<file path="src/rtl/pwm_pkg.sv">
// pwm_pkg: mode/direction encodings and duty-field packing helper shared by the PWM block
package pwm_pkg;

    localparam logic MODE_EDGE   = 1'b0;
    localparam logic MODE_CENTER = 1'b1;

    localparam logic DIR_UP   = 1'b0;
    localparam logic DIR_DOWN = 1'b1;

    // Low bit of channel k's duty field; each field is r+1 bits so that 100% duty fits.
    function automatic int duty_lo(input int k, input int r);
        return k * (r + 1);
    endfunction

endpackage

</file>
<file path="src/rtl/pwm_prescaler.sv">
// pwm_prescaler: divides clk into a counter tick every prescale+1 cycles
module pwm_prescaler #(
    parameter int PRE_W = 16
) (
    input  logic             clk,
    input  logic             reset,
    input  logic             enable,
    input  logic [PRE_W-1:0] prescale,
    output logic             tick
);

    logic [PRE_W-1:0] pre_cnt;

    // Using >= lets a prescale reduction below the current count fire immediately and restart at 0.
    assign tick = enable && (pre_cnt >= prescale);

    // Count up to the divisor, restart on tick; hold at 0 while disabled.
    always_ff @(posedge clk or posedge reset) begin
        if (reset)
            pre_cnt <= '0;
        else
            pre_cnt <= (!enable || tick) ? '0 : pre_cnt + 1'b1;
    end

endmodule

</file>
<file path="src/rtl/pwm_multi.sv">
// pwm_multi: CH-channel PWM with shared period counter, prescaler, edge/center modes and double-buffered updates
module pwm_multi
    import pwm_pkg::*;
#(
    parameter int CH    = 4,
    parameter int R     = 8,
    parameter int PRE_W = 16
) (
    input  logic                  clk,
    input  logic                  reset,
    input  logic                  enable,
    input  logic [PRE_W-1:0]      prescale,
    input  logic                  center,
    input  logic [R-1:0]          period,
    input  logic [CH*(R+1)-1:0]   duty,
    input  logic                  load,
    output logic [CH-1:0]         pwm_out,
    output logic                  period_tick,
    output logic                  load_pending
);

    localparam int DW = CH * (R + 1);

    logic          tick;
    logic          wrap;
    logic          dir;
    logic          mode;
    logic [R-1:0]  cnt;
    logic [R-1:0]  cnt_inc;
    logic [R-1:0]  p_act;
    logic [R-1:0]  p_stg;
    logic [DW-1:0] d_act;
    logic [DW-1:0] d_stg;
    logic [CH-1:0] hit;

    pwm_prescaler #(.PRE_W(PRE_W)) u_pre (
        .clk      (clk),
        .reset    (reset),
        .enable   (enable),
        .prescale (prescale),
        .tick     (tick)
    );

    // Wrap tick: last tick of the period (cnt==P in edge mode, cnt==1 on the way down in center mode).
    always_comb begin
        cnt_inc = cnt + 1'b1;
        wrap    = tick && ((mode == MODE_EDGE) ? (cnt == p_act)
                                               : (p_act == '0 || (cnt == R'(1) && dir == DIR_DOWN)));
    end

    // Period counter; every wrap restarts at 0 counting up, so a new period or mode never sees a stale count.
    always_ff @(posedge clk or posedge reset) begin
        if (reset) begin
            cnt <= '0;
            dir <= DIR_UP;
        end else if (!enable || wrap) begin
            cnt <= '0;
            dir <= DIR_UP;
        end else if (tick) begin
            if (mode == MODE_EDGE) begin
                cnt <= cnt_inc;
            end else if (dir == DIR_UP) begin
                cnt <= cnt_inc;
                dir <= (cnt_inc == p_act) ? DIR_DOWN : DIR_UP;
            end else begin
                cnt <= cnt - 1'b1;
            end
        end
    end

    // Shadow registers: loads stage, wraps commit; a load coinciding with a wrap bypasses staging.
    always_ff @(posedge clk or posedge reset) begin
        if (reset) begin
            p_stg        <= '0;
            d_stg        <= '0;
            p_act        <= '0;
            d_act        <= '0;
            mode         <= MODE_EDGE;
            load_pending <= 1'b0;
        end else begin
            if (load) begin
                p_stg <= period;
                d_stg <= duty;
            end
            if (wrap) begin
                mode <= center;
                if (load || load_pending) begin
                    p_act <= load ? period : p_stg;
                    d_act <= load ? duty : d_stg;
                end
            end
            load_pending <= wrap ? 1'b0 : (load_pending | load);
        end
    end

    // Per-channel compare of the zero-extended count against the active duty.
    for (genvar k = 0; k < CH; k++) begin : g_cmp
        localparam int LO = duty_lo(k, R);
        assign hit[k] = {1'b0, cnt} < d_act[LO +: R+1];
    end

    // Outputs follow the compare on each tick, forced low while disabled; period_tick delays the wrap by one clk.
    always_ff @(posedge clk or posedge reset) begin
        if (reset) begin
            pwm_out     <= '0;
            period_tick <= 1'b0;
        end else begin
            period_tick <= wrap;
            pwm_out     <= !enable ? '0 : (tick ? hit : pwm_out);
        end
    end

endmodule

</file>
<file path="config.mk">
export PLATFORM = sky130hd
export DESIGN_NAME = pwm_multi
export DESIGN_NICKNAME = d
export VERILOG_FILES = /design/src/rtl/pwm_pkg.sv /design/src/rtl/pwm_prescaler.sv /design/src/rtl/pwm_multi.sv
export SDC_FILE = /design/constraint.sdc
export NUM_CORES = 1
export LEC_CHECK = 0
export ABC_CLOCK_PERIOD_IN_PS = 11640
export CORE_ASPECT_RATIO = 1.2
export CORE_MARGIN = 1.5
export CORE_UTILIZATION = 25
export DETAILED_ROUTE_END_ITERATION = 12
export PLACE_DENSITY = 0.53
export REMOVE_ABC_BUFFERS = 1
export SYNTH_ARGS = -nofsm -noshare
export SYNTH_HDL_FRONTEND = slang
export SYNTH_SLANG_ARGS = --single-unit
</file>
<file path="constraint.sdc">
create_clock -name clk -period 11.64 [get_ports clk]
set_clock_uncertainty 0.05 [all_clocks]
set_input_delay 2.91 -clock clk [delete_from_list [all_inputs] [get_ports clk]]
set_output_delay 2.91 -clock clk [all_outputs]
set_load 0.1 [all_outputs]
</file>
After elaboration in Yosys (flattened, before gate mapping) --
Cells that the tools add are included.
Storage, ports and cells: register bits 120, input port bits 65, output and inout bits 6, logic and storage cells 53
Operators by class: $add $sub $neg 3, $lt $le $gt $ge 5, eq/ne operators 4, mux-type cells 16, bitwise gates (word level) 1, reductions and logical operators 13
Operators by type and width (count):
- two-way mux 8 bit | 5
- < comparator 8 x 9 -> 1 bit | 4
- two-way mux 36 bit | 1
- adder 16 x 1 -> 16 bit, second input constant | 1
- == test 8 bit | 2
- >= comparator 16 bit | 1
- two-way mux 16 bit | 1
- adder 8 x 1 -> 8 bit, second input constant | 1
- == test 8 x 1 -> 1 bit, second input constant | 1
- logical NOT 8 bit | 1
- two-way mux 4 bit | 2
- subtractor 8 x 1 -> 8 bit, second input constant | 1
- two-way mux 1 bit | 7
- logical OR 1 bit | 4
- AND reduction 2 bit | 2
- nonzero test 2 bit | 2
- logical AND 1 bit | 3
- != test 2 x 1 -> 1 bit, second input constant | 1
- logical NOT 1 bit | 1
- bitwise OR 1 bit | 1

Logic depth before layout (Yosys ltp) --
Gate-level depths: netlist of the first run.
word-level depth 8, gate-level depth with buffers 10, gate-level depth less buffers 8

Cells and area by module --
From an unflattened synthesis of the first run, not the netlist that was laid out.
Second synthesis, totals: cells, all modules 567, area total of the unflattened synthesis 6361.1 um2
By module, submodules not included:
- pwm_multi | times used 1, cells each 439, area each 5195.0 um2, seq. area each 2602.5 um2
- pwm_prescaler | times used 1, cells each 128, area each 1166.1 um2, seq. area each 400.4 um2

Worst setup path before layout of the first run --
OpenSTA, ideal clock, no wires.
path kind input-to-reg, start input prescale[15], end register d_act[0], library setup time 0.125 ns, arrival time 5.287 ns, data required time 11.465 ns, slack 6.177 ns, cell stages on the path 10, buffers on the path 2, cells stage by stage inv_1 > ha_1 > nand4_1 > nor3_1 > or4b_1 > and3_1 > or4_1 > buf_4 > buf_6 > mux2_4
Between the ends: cells in the longest elaborated chain, start to end 4
Ends and longest elaborated chain:
- start: declaration | line pwm_multi.sv:12 | input logic [PRE_W-1:0] prescale,
- >= comparator 16 bit | line pwm_prescaler.sv:15 | assign tick = enable && (pre_cnt >= prescale);
- logical AND 1 bit | line pwm_prescaler.sv:15
- logical AND 1 bit | line pwm_multi.sv:47 | wrap = tick && ((mode == MODE_EDGE) ? (cnt == p_act)
- AND reduction 2 bit (no source line)
- end signal: assignment | line pwm_multi.sv:89 | d_act <= load ? duty : d_stg;
- end: declaration | line pwm_multi.sv:32 | logic [DW-1:0] d_act;
Every way passes these cells. A chain may end at the register's enable or synchronous reset.

Final worst setup path of the first run --
start input prescale[15], end register d_act[33]
Same word-level chain as after synthesis.

==> results.txt, run 1 <==
----------------------------------------------------
[Run status]
  Run status ... finished clean

[Synth]
  Warnings, synthesis ... 0
  Share of synthesized area occupied by flip-flops and latches ... 0.468
  Adder and majority cell fraction of the synthesized area ... 0.0936
  Biggest area contributors in the synthesized netlist ... sky130_fd_sc_hd__dfrtp_1 47%, sky130_fd_sc_hd__ha_1 9.4%, sky130_fd_sc_hd__mux2_4 9.4%, sky130_fd_sc_hd__mux2_2 8.6%, sky130_fd_sc_hd__inv_1 2.9%
  Synth Area in Simple Gates ... 0.0901
  Main combinational cell family by area after synthesis ... multiplexers
  Largest area contributor in the netlist ... sky130_fd_sc_hd__dfrtp_1
  Total standard cell area after synthesis ... 6420 µm²
  Share of the synthesized area in compound gates (AO/OA/AOI/OAI) ... 0.0790
  Flip-flop and latch count after synthesis ... 120
  Number of unique standard cell types used by synthesis ... 46
  Area share of the largest cell type after synthesis ... 0.468
  Primary FF master, synth ... sky130_fd_sc_hd__dfrtp_1
  Post-synth EDFFs ... 0
  Post-Synthesis Cells ... 551
  Post-synthesis mux area share ... 0.180
  Fraction of synthesized cell area in xor and xnor cells ... 0.0404
  Post-synth ARST share ... 1.00
  Mean post-synth cell area ... 11.6 µm²

[Min path]
  Worst min path class ... flip-flop to flip-flop

[Clock network]
  Number of setup buffers added after CTS ... 0
  Clock-pin slew on the worst setup and hold paths ... 50 ps
  Cts-stage hold buffer count ... 0
  Clock buffer depth ... 2
  Latest clock arrival within the worst-skew pair ... 420 ps
  Clock Root Buffer ... sky130_fd_sc_hd__clkbuf_16
  Number of H-tree levels ... 4
  Clock buffer count from CTS ... 17
  Clock net sink count ... 120
  Resized cells post-CTS ... 0
  CTS tree ... built

[Floorplanning]
  Cell Rows ... 64
  Die boundary height ... 178 µm
  Initial core utilization ... 0.253
  Area of the core region ... 25400 µm²
  I/O pins ... 71
  Die ar. ... 26600 µm²
  Die W ... 149 µm

[Final layout]
  Nets@finish ... 733
  Filler-free cell count of the finished design ... 963
  Antenna Diode Count ... 0
  Layout cells sized above 1 ... 0.207
  Fill cells ... 2560
  Synthesis-to-finish area growth ... 25.3%

[Setup path]
  Start-to-end type of the worst setup path ... primary input to flip-flop
  Kind of cell with the highest combined delay on the critical path ... simple AND/OR/NAND/NOR gates
  Longest individual stage delay on the worst path ... 900 ps
  Slowest CP cell ... sky130_fd_sc_hd__or4_2
  CP max FO ... 37
  Type of origin of the critical path ... primary input
  WP buf/inv ... 3
  Critical path capture point type ... flip-flop
  Data arrival, critical path ... 6770 ps
  Cell-by-cell trace of the critical path ... clkdlybuf4s50_1, inv_1, ha_1, nand4_1, nor3_1, or4b_1, and3_1, or4_2, buf_4, mux2_4
  Required arrival time at the worst endpoint ... 11890 ps

[Drt]
  First-pass iteration count of the detailed router ... 4
  Vias per std cell ... 4.40
  Post-DRT Antenna Nets ... 0
  Number of remaining DRC errors ... 0
  Total routed wirelength ... 13600 µm
  Detailed-route via count ... 4240
  Detailed Route Iter0 Violations ... 131
  Wire length per cell ... 14.1 µm

[Placement]
  Number of buffers inserted by port buffering ... 70
  RD Place Congestion ... 0.803
  Inst Count DP ... 931
  Total half-perimeter wirelength after legalization and detailed placement ... 9520 µm

[Flow run]
  Max-cap violation count ... 0

[STA]
  Max-slew headroom at the worst pin ... 0.315
  Final number of max-transition violations ... 0
  Worst Max-Slew Pin Slew ... 1020 ps
  Fmax ... 0.154 GHz
  Minimum clock period ... 6510 ps
  Unrepaired setup endpoints after global routing ... false
  Final setup vio count ... 0
  Post-route fraction of the period consumed by the critical path ... 0.560
  Sum Neg Setup Slack ... 0 ps
  Number of hold-slack violations in the final timing report ... 0

[Pwr]
  Peak supply drop ... 0.0000961 V
  Total power consumption of the routed design ... 1.09 mW
  Power per cell area ... 136 nW/µm²
  Leakage dissipation ... 3.64 nW

[Global routing]
  Initial antenna violation count ... 0
  Maximum number of pins on one net before global-route repair ... 68
  GR Overflow Total ... 0
  Number of global-route vias before repair ... 4491
  Total routing usage reported by global routing ... 0.112
  First-pass GRT wire length ... 23000 µm

----------------------------------------------------
path summary, 6_finish.rpt:
check | slack (ps) | end | from | depth (start not counted)
setup / recovery | 5130 | d_act[33] | prescale[15] | 10
hold / removal | 440 | p_stg[5] | p_stg[5] | 1
setup reg to reg | 7690 | d_act[33] | u_pre.pre_cnt[13] | 8
hold reg to reg | 440 | p_stg[5] | p_stg[5] | 1
max in group asynchronous | 7320 | d_stg[11] | reset | 3
min in group asynchronous | 2900 | p_stg[1] | reset | 2
layer usage:
layer,GRT usage,up-vias,share of wire
li1,-,2076,-
met1,0.134,2073,0.46
met2,0.191,71,0.48
met3,0.0302,20,0.036
met4,0.0446,0,0.017
met5,0,-,0
cell usage after synthesis (all sizes together) (2+ instances only):
master   instances
o31a             3
nand4            6
nand3           20
dfrtp          120
a2111oi          3
nor2            22
nor4             4
clkbuf          13
a21o             9
xor2            13
ha              48
o21ai           16
a211oi           5
and3             6
a31oi            5
buf             11
o21a             7
a21oi           24
inv             50
nor2b            2
nand2b           7
nor3             8
and4             2
nand2           26
xnor2           14
mux2            89
or4              4
per-stage QoR:
stage	utilization	setup slack, ps	area [µm²]	hold WS (ps)
4_1_cts	0.317	5120	8040	452
3_5_place_dp	0.293	4690	7430	440
3_3_place_gp	0.293	4710	7430	435
5_1_grt	0.317	4930	8040	462
2_1_floorplan	-	5190	6290	419
6_report	0.317	5130	8040	444
state kept, by name, indices dropped and copies added (netlist names):
name,count
u_pre.pre_cnt,16
pwm_out,4
period_tick,1
dir,1
load_pending,1
d_stg,36
p_act,8
p_stg,8
cnt,8
mode,1
d_act,36
area by class of cell:
type | instances | area [µm²] | share of cell area
clock buffers | 17 | 425 | 0.0529
repair buffers | 74 | 726 | 0.0903
multi-input cells | 356 | 3100 | 0.385
inverters | 51 | 194 | 0.0241
flip-flops and latches | 120 | 3000 | 0.374
well taps | 330 | 413 | 0.0514
clock inverters | 15 | 178 | 0.0221
layout by cell type (no fill, tap or decap), types with 4 or more instances in the layout:
master | Yosys | final
sky130_fd_sc_hd__nand4_1 | 6 | 6
sky130_fd_sc_hd__a21o_1 | 9 | 9
sky130_fd_sc_hd__a31oi_1 | 5 | 5
sky130_fd_sc_hd__o21a_1 | 7 | 7
sky130_fd_sc_hd__xor2_1 | 13 | 13
sky130_fd_sc_hd__clkinvlp_4 | 0 | 5
sky130_fd_sc_hd__o21ai_0 | 16 | 16
sky130_fd_sc_hd__clkdlybuf4s50_1 | 0 | 69
sky130_fd_sc_hd__and3_1 | 6 | 6
sky130_fd_sc_hd__buf_4 | 1 | 4
sky130_fd_sc_hd__nand2_1 | 26 | 26
sky130_fd_sc_hd__xnor2_1 | 14 | 14
sky130_fd_sc_hd__a21oi_1 | 24 | 24
sky130_fd_sc_hd__ha_1 | 48 | 48
sky130_fd_sc_hd__clkbuf_16 | 0 | 17
sky130_fd_sc_hd__nand2b_1 | 7 | 7
sky130_fd_sc_hd__mux2_2 | 49 | 49
sky130_fd_sc_hd__dfrtp_1 | 120 | 120
sky130_fd_sc_hd__nand3_1 | 20 | 20
sky130_fd_sc_hd__inv_1 | 50 | 49
sky130_fd_sc_hd__nor2_1 | 22 | 22
sky130_fd_sc_hd__a211oi_1 | 5 | 5
sky130_fd_sc_hd__nor3_1 | 8 | 8
sky130_fd_sc_hd__mux2_4 | 40 | 40
logic make-up after synthesis:
| kind of cell | count (synthesis) |
|---|---|
| xor gates and xnor gates | 28 |
| AOI/OAI and AO/OA | 79 |
| and+or+nand+nor | 112 |
| muxes | 89 |
| DFF | 120 |
| buffers and inverters | 75 |
| adders and majority gates | 48 |
worst register-to-register path, cell delays in order (launching register included):
cell and delay, ps:
sky130_fd_sc_hd__dfrtp_1 410, sky130_fd_sc_hd__ha_1 310, sky130_fd_sc_hd__nand4_1 120, sky130_fd_sc_hd__nor3_1 310
sky130_fd_sc_hd__or4b_1 480, sky130_fd_sc_hd__and3_1 430, sky130_fd_sc_hd__or4_2 900, sky130_fd_sc_hd__buf_4 390
sky130_fd_sc_hd__mux2_4 440
power breakdown:
part	internal, mW	switching [mW]	total [mW]	leakage (nW)
combinational	0.0584	0.0477	0.106	1.80
clock	0.336	0.199	0.535	0.281
sequential	0.440	0.0103	0.451	1.56
total	0.835	0.257	1.09	3.64
Power figures use the tool's default switching activity.
==> run 2: changes to the inputs <==
ABC_CLOCK_PERIOD_IN_PS = 6260   (was 11640)
clock period = 6.26 ns   (was 11.64 ns; I/O delays follow)
==> run 2 against run 1 <==
  * Utilization rose by 0.084 points
  * Cell area up 0.26%
  * Die area stayed put
  * Via count down 1.3%
  * Clock-buffer cell count unchanged
  * Sequential share of layout area down 0.099 points
  * Routed wire length up 1.4%
  * Setup slack got worse by 3700 ps
  * Cell count up 0.10%
  * Register-to-register slack got worse by 5100 ps
  * Clock power is 91% higher
  * Critical path type unchanged
  * Largest cell class unchanged
==> results.txt, run 2 (synthesis results as in run 1) <==
----------------------------------------------------
[Floorplanning]
  Area of the core region ... 25400 µm² (unchanged)
  Die boundary height ... 178 µm (unchanged)
  Die ar. ... 26600 µm² (unchanged)
  Cell Rows ... 64 (unchanged)
  Initial core utilization ... 0.253 (unchanged)
  Die W ... 149 µm (unchanged)
  I/O pins ... 71 (unchanged)

[STA]
  Worst Max-Slew Pin Slew ... 1020 ps (about the same)
  Number of hold-slack violations in the final timing report ... 0 (unchanged)
  Max-slew headroom at the worst pin ... 0.321 (was 0.315)
  Worst Hold Slack ... 441 ps (was 444 ps)
  Final setup vio count ... 0 (unchanged)
  Unrepaired setup endpoints after global routing ... false (unchanged)
  Post-route fraction of the period consumed by the critical path ... 0.776
  Fmax ... 0.206 GHz
  Final number of max-transition violations ... 0 (unchanged)
  Sum Neg Setup Slack ... 0 ps (unchanged)
  Minimum clock period ... 4860 ps

[Final layout]
  Most common cell after layout, fill and taps aside ... sky130_fd_sc_hd__dfrtp_1 (unchanged)
  Sequential Area ... 3000 µm² (unchanged)
  Synthesis-to-finish area growth ... 25.6% (was 25.3%)
  Antenna Diode Count ... 0 (unchanged)
  Top flop regs ... d_act (36), d_stg (36), u_pre.pre_cnt (16) (unchanged)
  Layout cells sized above 1 ... 0.208 (was 0.207)
  Fill cells ... 2558 (was 2560)
  Nets@finish ... 734 (was 733)
  Area of the multi-input gates ... 3100 µm² (unchanged)
  Cell area after layout ... 8060 µm² (was 8040 µm²)
  Commonest cells after routing, fill and taps aside ... 120 x sky130_fd_sc_hd__dfrtp_1, 69 x sky130_fd_sc_hd__clkdlybuf4s50_1, 49 x sky130_fd_sc_hd__inv_1, 49 x sky130_fd_sc_hd__mux2_2, 48 x sky130_fd_sc_hd__ha_1 (unchanged)

[Setup path]
  Required arrival time at the worst endpoint ... 6510 ps (was 11890 ps)
  CP startpoint ... prescale[15] (unchanged)
  Slowest CP cell ... sky130_fd_sc_hd__or4_2 (unchanged)
  Longest individual stage delay on the worst path ... 750 ps (was 900 ps)
  Data arrival, critical path ... 5100 ps (was 6770 ps)
  Startpoint of the most critical register-to-register path ... u_pre.pre_cnt[15] (was u_pre.pre_cnt[13])
  Type of origin of the critical path ... primary input (unchanged)
  Cell-by-cell trace of the critical path ... clkdlybuf4s50_1, inv_1, ha_1, nand4_1, nor3_1, or4b_1, and3_1, or4_2, buf_4, mux2_4 (unchanged)
  Start-to-end type of the worst setup path ... primary input to flip-flop (unchanged)
  CP max FO ... 21 (was 37)
  Critical path capture point type ... flip-flop (unchanged)

[Placement]
  RD Place Congestion ... 0.811 (was 0.803)
  Total half-perimeter wirelength after legalization and detailed placement ... 9630 µm (was 9520 µm)
  Number of buffers inserted by port buffering ... 70 (unchanged)
  Cell area reported after detailed placement ... 7440 µm² (was 7430 µm²)

[Clock network]
  Clock buffer count from CTS ... 17 (unchanged)
  Clock net sink count ... 120 (unchanged)
  Number of setup buffers added after CTS ... 0 (unchanged)
  Clock buffer depth ... 2 (unchanged)
  Clock Root Buffer ... sky130_fd_sc_hd__clkbuf_16 (unchanged)
  CTS tree ... built (unchanged)
  Number of H-tree levels ... 4 (unchanged)
  Cts-stage hold buffer count ... 0 (unchanged)
  Clock-pin slew on the worst setup and hold paths ... 60 ps (was 50 ps)
  Resized cells post-CTS ... 0 (unchanged)
  Latest clock arrival within the worst-skew pair ... 420 ps (about the same)

[Run status]
  Run status ... finished clean (unchanged)

[Pwr]
  Leakage dissipation ... 3.66 nW (was 3.64 nW)
  Total power consumption of the routed design ... 2.06 mW (was 1.09 mW)
  Peak supply drop ... 0.000157 V (was 0.0000961 V)
  Power per cell area ... 255 nW/µm² (was 136 nW/µm²)

[Global routing]
  Total routing usage reported by global routing ... 0.111 (was 0.112)
  GR Overflow Total ... 0 (unchanged)
  Number of global-route vias before repair ... 4321 (was 4491)
  First-pass GRT wire length ... 22500 µm (was 23000 µm)
  Maximum number of pins on one net before global-route repair ... 70 (was 68)
  Initial antenna violation count ... 0 (unchanged)

[Min path]
  Worst min path class ... flip-flop to flip-flop (unchanged)
  Launch instance of the worst min-delay path ... p_stg[6] (was p_stg[5])

[Flow run]
  Max-cap violation count ... 0 (unchanged)

[Drt]
  Detailed-route via count ... 4184 (was 4240)
  Number of remaining DRC errors ... 0 (unchanged)
  Total routed wirelength ... 13800 µm (was 13600 µm)
  Vias per std cell ... 4.34 (was 4.40)
  First-pass iteration count of the detailed router ... 4 (unchanged)
  Wire length per cell ... 14.3 µm (was 14.1 µm)
  Detailed Route Iter0 Violations ... 108 (was 131)
  Post-DRT Antenna Nets ... 0 (unchanged)

----------------------------------------------------
-- run 2: path summary, 6_finish.rpt --
kind,endpoint,slack [ps],depth (start not counted)
max,d_act[25],1400,10
max reg2reg,d_act[25],2630,8
min,p_stg[6],440,1
min reg2reg,p_stg[6],440,1
max in group asynchronous,d_act[25],3500,3
min in group asynchronous,period_tick,1640,2
-- run 2: worst max-delay path: cells and delay by family --
| family | cells | cell delay, ps |
|---|---|---|
| AND/OR/NAND/NOR | 5 | 2090 |
| buffers and inverters | 3 | 790 |
| adder cells (fa/ha/maj) | 1 | 300 |
| multiplexers | 1 | 340 |
-- run 2: layout make-up --
cell class	instances	share of cell area
Multi-Input combinational cell	356	0.384
Sequential cell	120	0.373
Timing Repair Buffer	75	0.0910
Clock buffer	17	0.0528
Tap cell	330	0.0512
Inverter	51	0.0241
Clock inverter	15	0.0238
-- run 2: report_power, final --
group | switching (mW) | internal, mW | total, mW
Clock | 0.388 | 0.635 | 1.02
Sequential | 0.0192 | 0.818 | 0.838
Combinational | 0.0894 | 0.106 | 0.195
Total | 0.497 | 1.56 | 2.06
-- run 2: layer usage --
layer | global-route usage | vias to the layer above | wire, µm
met5 | 0 | - | 0
met4 | 0.0400 | 0 | 214
met3 | 0.0317 | 12 | 461
met2 | 0.181 | 71 | 6670
met1 | 0.139 | 2033 | 6480
li1 | - | 2068 | -
-- run 2: per-stage QoR --
step | util | cells | setup slack, ps
floorplan | - | 527 | 1150
global route | 0.317 | 964 | 1230
detailed placement | 0.293 | 932 | 978
finish | 0.317 | 964 | 1400
CTS | 0.317 | 964 | 1390
global placement | 0.293 | 932 | 981
